--- src/rtl/digital_clock_pkg.sv ---
// Shared field widths, limits and the packed time record for the digital clock.
package digital_clock_pkg;

    localparam int SEC_W = 6;
    localparam int MIN_W = 6;
    localparam int HR_W  = 5;

    localparam logic [SEC_W-1:0] SEC_MAX = 6'd59;
    localparam logic [MIN_W-1:0] MIN_MAX = 6'd59;
    localparam logic [HR_W-1:0]  HR_MAX  = 5'd23;

    // Field order matches the set_time bus: {hr, min, sec}.
    typedef struct packed {
        logic [HR_W-1:0]  hr;
        logic [MIN_W-1:0] min;
        logic [SEC_W-1:0] sec;
    } time_t;

    // A load is accepted only if every field is inside its legal range.
    function automatic logic time_valid(input time_t t);
        time_valid = (t.sec <= SEC_MAX) && (t.min <= MIN_MAX) && (t.hr <= HR_MAX);
    endfunction

    // Pad image of a time value; the top pad bit is unused in time mode.
    function automatic logic [17:0] time_to_pads(input time_t t);
        time_to_pads = {1'b0, t.hr, t.min, t.sec};
    endfunction

endpackage

--- src/rtl/digital_clock_mod_counter.sv ---
// Wrapping modulo counter with clear, load and increment; carry flags a wrap.
module mod_counter #(
    parameter int            W   = 6,
    parameter logic [W-1:0]  MAX = {W{1'b1}}
) (
    input  logic         clock,
    input  logic         resetb,
    input  logic         clr,
    input  logic         load,
    input  logic [W-1:0] load_val,
    input  logic         inc,
    output logic [W-1:0] value,
    output logic         carry
);

    logic [W-1:0] r_value;

    // Counter state: reset/clear dominate, then load, then the wrapping increment.
    always_ff @(posedge clock) begin
        if (!resetb) begin
            r_value <= {W{1'b0}};
        end else if (clr) begin
            r_value <= {W{1'b0}};
        end else if (load) begin
            r_value <= load_val;
        end else if (inc) begin
            if (r_value == MAX) begin
                r_value <= {W{1'b0}};
            end else begin
                r_value <= r_value + W'(1);
            end
        end else begin
            r_value <= r_value;
        end
    end

    assign value = r_value;
    // Carry feeds the next stage's increment; clear/load there override it.
    assign carry = inc & (r_value == MAX);

endmodule

--- src/rtl/digital_clock.sv ---
// Binary hh:mm:ss clock with a 1 Hz prescaler, firmware load/clear and pad override.
module digital_clock
    import digital_clock_pkg::*;
#(
    parameter int CLK_DIV = 12_500_000
) (
    input  logic        clock,
    input  logic        resetb,
    input  logic        run_en,
    input  logic        clear,
    input  logic        set_valid,
    input  logic [16:0] set_time,
    input  logic        ovr_en,
    input  logic [17:0] ovr_data,
    output logic        tick_o,
    output logic [17:0] io_out,
    output logic [17:0] io_oeb
);

    localparam int            PW         = (CLK_DIV > 2) ? $clog2(CLK_DIV) : 1;
    localparam logic [PW-1:0] PRESC_LAST = PW'(CLK_DIV - 1);

    logic [PW-1:0]    r_presc;
    logic             r_tick;
    logic [17:0]      r_io_out;

    time_t            w_set;
    time_t            w_now;
    logic             w_load;
    logic             w_tick;
    logic             w_sec_carry;
    logic             w_min_carry;
    logic             w_hr_carry_unused;
    logic [SEC_W-1:0] w_sec;
    logic [MIN_W-1:0] w_min;
    logic [HR_W-1:0]  w_hr;

    assign w_set  = time_t'(set_time);
    // An out-of-range load behaves as if set_valid had not been asserted.
    assign w_load = set_valid & time_valid(w_set);
    assign w_tick = run_en & (r_presc == PRESC_LAST);

    // Prescaler: cleared by clear or an accepted load, frozen while run_en is low.
    always_ff @(posedge clock) begin
        if (!resetb) begin
            r_presc <= {PW{1'b0}};
        end else if (clear || w_load) begin
            r_presc <= {PW{1'b0}};
        end else if (run_en) begin
            if (r_presc == PRESC_LAST) begin
                r_presc <= {PW{1'b0}};
            end else begin
                r_presc <= r_presc + PW'(1);
            end
        end else begin
            r_presc <= r_presc;
        end
    end

    mod_counter #(.W(SEC_W), .MAX(SEC_MAX)) u_sec (
        .clock    (clock),
        .resetb   (resetb),
        .clr      (clear),
        .load     (w_load),
        .load_val (w_set.sec),
        .inc      (w_tick),
        .value    (w_sec),
        .carry    (w_sec_carry)
    );

    mod_counter #(.W(MIN_W), .MAX(MIN_MAX)) u_min (
        .clock    (clock),
        .resetb   (resetb),
        .clr      (clear),
        .load     (w_load),
        .load_val (w_set.min),
        .inc      (w_sec_carry),
        .value    (w_min),
        .carry    (w_min_carry)
    );

    mod_counter #(.W(HR_W), .MAX(HR_MAX)) u_hr (
        .clock    (clock),
        .resetb   (resetb),
        .clr      (clear),
        .load     (w_load),
        .load_val (w_set.hr),
        .inc      (w_min_carry),
        .value    (w_hr),
        .carry    (w_hr_carry_unused)
    );

    assign w_now.hr  = w_hr;
    assign w_now.min = w_min;
    assign w_now.sec = w_sec;

    // Tick pulse: a tick swallowed by clear or a load is not reported.
    always_ff @(posedge clock) begin
        if (!resetb) begin
            r_tick <= 1'b0;
        end else if (clear || w_load) begin
            r_tick <= 1'b0;
        end else begin
            r_tick <= w_tick;
        end
    end

    // Pad register: override value or the current time, one cycle behind.
    always_ff @(posedge clock) begin
        if (!resetb) begin
            r_io_out <= 18'h00000;
        end else if (ovr_en) begin
            r_io_out <= ovr_data;
        end else begin
            r_io_out <= time_to_pads(w_now);
        end
    end

    assign tick_o = r_tick;
    assign io_out = r_io_out;
    // Pads are permanently driven, including through reset.
    assign io_oeb = 18'h00000;

endmodule

--- config.mk ---
export PLATFORM = sky130hd
export DESIGN_NAME = digital_clock
export DESIGN_NICKNAME = d
export VERILOG_FILES = /design/src/rtl/digital_clock_pkg.sv /design/src/rtl/digital_clock_mod_counter.sv /design/src/rtl/digital_clock.sv
export SDC_FILE = /design/constraint.sdc
export NUM_CORES = 1
export LEC_CHECK = 0
export CAP_MARGIN = 20
export CORE_MARGIN = 4
export CORE_UTILIZATION = 40
export DETAILED_ROUTE_END_ITERATION = 7
export GPL_TIMING_DRIVEN = 0
export PLACE_DENSITY = 0.68
export RECOVER_POWER = 25
export SETUP_SLACK_MARGIN = 0.02
export SLEW_MARGIN = 20
export SYNTH_ARGS = -nofsm -noshare
export SYNTH_HDL_FRONTEND = slang
export SYNTH_HIERARCHICAL = 1
export SYNTH_SLANG_ARGS = --single-unit
--- constraint.sdc ---
create_clock -name clock -period 4.25 [get_ports clock]
set_clock_uncertainty 0.2 [all_clocks]
set_input_delay 0.6375 -clock clock [delete_from_list [all_inputs] [get_ports clock]]
set_output_delay 0.6375 -clock clock [all_outputs]
set_load 0.005 [all_outputs]
* Word level (Yosys, flattened, before mapping)
Cells that the tools add are included.
** Word-level totals
- Register bits :: 60
- Input port bits :: 41
- Word-level logic and storage cells :: 43
** Operators by class
- Add/sub/neg operators :: 4
- Magnitude comparators :: 3
- Eq/ne operators :: 4
- Multiplexer cells :: 11
- Bitwise operators :: 5
- Reductions and logical operators :: 9
** Operators by type and width (count)
- $mux 6 :: 6
- $add 24x1->24 const B :: 1
- $eq 24x24->1 const B :: 1
- $mux 24 :: 1
- $mux 17 :: 1
- $mux 5 :: 3
- $add 6x1->6 const B :: 2
- $eq 6x6->1 const B :: 2
- $le 6x6->1 const B :: 2
- $reduce_bool 2->1 :: 3
- $add 5x1->5 const B :: 1
- $eq 5x5->1 const B :: 1
- $le 5x5->1 const B :: 1
- $and 1x1->1 :: 4
- $reduce_or 2->1 :: 2
- $logic_and 1x1->1 :: 2
- $reduce_and 2->1 :: 1
- $logic_or 1x1->1 :: 1
- $not 1->1 :: 1

* Depth between registers and ports, before layout
- Word-level depth :: 6
- Depth in mapped cells :: 11

* Cells and area by module
Netlist, hierarchy kept.
** Modules (own cells, without submodules)
- digital_clock :: times used 1, cells an instance 217, area each 1959.4 um^2
- mod_counter at u_min ... :: times used 2, cells an instance 48, area each 371.6 um^2
- mod_counter at u_hr :: times used 1, cells an instance 35, area each 294.0 um^2

* Worst setup path before layout
OpenSTA, ideal clock, no wires.
- Path kind :: input to register
- Start point :: in run_en
- End point :: reg u_hr.r_value[1], in the netlist u_hr/value[1]
- Setup time :: 123 ps
- Data arrival time :: 2953 ps
- Data required time :: 3927 ps
- Path slack :: 974 ps
- Stages on the path :: 10
- Path buffers :: 0
- Cell sequence :: and3_2 nand3_1 nor4b_1 nand3_1 nor2_2 nand3_1 nor2_2 mux2_1 nand2_1 a21oi_1
** On the way
- Word-level cells in the longest chain between the ends :: 4
** Ends and longest elaborated chain
- start: declaration :: line digital_clock.sv:9 : input logic run_en,
- $and 1x1->1 :: line digital_clock.sv:41 : assign w_tick = run_en & (r_presc == PRESC_LAST);
- net w_tick :: line digital_clock.sv:30 : logic w_tick;
- $and 1x1->1 :: line digital_clock_mod_counter.sv:39 : assign carry = inc & (r_value == MAX);
- net w_sec_carry :: line digital_clock.sv:31 : logic w_sec_carry;
- $and 1x1->1 :: line digital_clock_mod_counter.sv:39
- net w_min_carry :: line digital_clock.sv:32 : logic w_min_carry;
- $reduce_bool 2->1 (no source line)
- end signal: assignment :: line digital_clock_mod_counter.sv:28 : r_value <= {W{1'b0}};
- end signal: assignment :: line digital_clock_mod_counter.sv:30 : r_value <= r_value + W'(1);
- end signal: assignment :: line digital_clock_mod_counter.sv:33 : r_value <= r_value;
- end: declaration :: line digital_clock_mod_counter.sv:16 : logic [W-1:0] r_value;
The timed path passes the listed nets, and every way through them passes these cells.
A chain may end at the register's enable or synchronous reset.

* Worst setup path in the final report
Same ends and word-level chain as after synthesis.

==> flow_summary.toml <==
[setup_path]
cp.required_ps = 4260
critPathKind = "input port to flop"
cp.arrival_ps = 3830
worstSetupEndpointType = "flop"
start_kind = "input port"
crit_family = "simple AND/OR/NAND/NOR gates"
slowest_delay_ps = 640
cp.buffers_inverters = 1
crit_chain = "clkdlybuf4s50_1 -> and3_2 -> nand3_1 -> nor4b_4 -> nand3_1 -> nor2_2 -> nand3_1 -> nor2_2 -> mux2_1 -> nand2_1 -> a21oi_1"
slowest_stage = "clkdlybuf4s50_1"
cp_common_cell = "nand3_1"
crit_fanout = 9

[clock_tree]
cts_tree = "done"
h-tree-depth = 3
cts_inserted_buffers = 9
clock_latency_ps = 330
clock_path_buffers = 2
cts_hold_buf = 0
cts_root_buffer = "clkbuf_8"
clk_pin_slew_worst_paths_ps = 60
clock-sinks = 60

[pwr]
leakage_nw = 1.48
power_mw = 1.16
powerDensity_mw_per_mm2 = 294
ir_drop_uv = 143

[global_routing]
grt_pass1_wl_mm = 11.5
grt_pass1_vias = 2570
grt_use_total_pct = 16.5
antenna_found_initial = 0
grt_overflow = 0
grt_max_degree = 17

[finish]
drive_above_1_share_pct = 10.0
final_cell_mix = "dfxtp_1, clkdlybuf4s50_1, nor2_1, nand2_1, a21oi_1"
areaGrowthSynthToFinish_pct = 31.6
final_common_cell = "dfxtp_1"
nNetsFinal = 478
diodes = 0

[floorplan]
start_util_pct = 41.3
die_h_um = 94.5
core_area_mm2 = 0.00725
die_area_mm2 = 0.00893
num_rows = 31
io_pins = 78
die_w_um = 94.5

[routing]
wire_per_inst_um = 13.2
drcViolationCount = 0
wl_mm = 7.09
drtAntennaViolNets = 0
vias = 2692
drt_iter0_markers = 76
vias_per_cell = 5.01
drt_pass1_iterations = 4

[timing]
tightestPinTransition_ps = 722
slew_headroom_pct = 51.8
final-hold-violation-count = 0
fin_hold_ws_ps = 285
final-setup-viol-count = 0
drv_slew = 0
final.period_utilization_pct = 89.9
finalCriticalPeriod_ps = 3820
rsz0062_at_grt = "no"
clock.fmax_ghz = 0.262
setup-tns-final_ps = 0

[outcome]
status = "finished, final reports clean"

[logic_synthesis]
synth.avg_cell_area_um2 = 8.62
synthCells = 347
netlist_area_mm2 = 0.00299
yosys_warnings = 6

[placed_design]
place_congestion = 0.846
portBuffers = 58
dp_hpwl_mm = 5.35

[hold_path]
hold_path.class = "flop to flop"

[flow_run]
drv_cap = 0
-- stage by stage --
step	setup WS (ps)	util [%]	cell area, µm²	std cells
finish	429	54.3	3940	537
global route	205	54.3	3940	537
CTS	311	54.2	3930	537
detailed placement	-431	51.9	3760	521
global placement	-341	51.9	3760	521
floorplan	974	-	3060	364
-- routing by layer --
metal / wire (µm) / part of all wire (%) / global-route usage, % / vias to the layer above
met5: 0 / 0 / 0 / -
met4: 93 / 1.3 / 5.41 / 0
met3: 342 / 4.8 / 5.34 / 8
met2: 3470 / 49 / 27.7 / 65
met1: 3190 / 45 / 19.9 / 1257
li1: - / - / - / 1362
-- final timing paths --
check | slack, ps | end | start | cells after the start
setup reg to reg | 780 | u_hr/value[1]$_SDFFE_PP0P_ | r_presc[7]$_SDFFE_PP0P_ | 10
hold / removal | 290 | r_presc[21]$_SDFFE_PP0P_ | r_presc[21]$_SDFFE_PP0P_ | 2
setup / recovery | 430 | u_hr/value[1]$_SDFFE_PP0P_ | run_en | 11
hold reg to reg | 290 | r_presc[21]$_SDFFE_PP0P_ | r_presc[21]$_SDFFE_PP0P_ | 2
-- area by class of cell --
cell class	count	area, µm²
well taps	99	124
fillers	702	3310
flip-flops and latches	60	1200
repair buffers	58	581
inverters	16	60.1
multi-input cells	261	1630
clock buffers	14	153
plain buffers	27	178
clock inverters	2	10.0
-- tightest hold or removal path, delay by kind of cell (launching register included) --
kind	cells	cell delay, ps
AOI/OAI and AO/OA	2	120
DFF	1	320
-- flip-flops by register name, summed over array words and instances (netlist names) --
register and cells:
io_out 18, r_presc 24, tick_o 1, u_hr/value 5
u_min/value 6, u_sec/value 6
-- timing repair --
item                                    4_1_cts  5_1_grt
endpoints found under the setup margin        3        1
setup buffers                                 0        0
gates resized for setup                       1        1
-- report_power, final --
group / total [mW] / internal [mW] / switching [mW]
clock: 0.436 / 0.227 / 0.210
sequential: 0.589 / 0.577 / 0.0112
combinational: 0.135 / 0.0777 / 0.0573
total: 1.16 / 0.882 / 0.278
No activity file was read; power rests on OpenSTA's default activity.
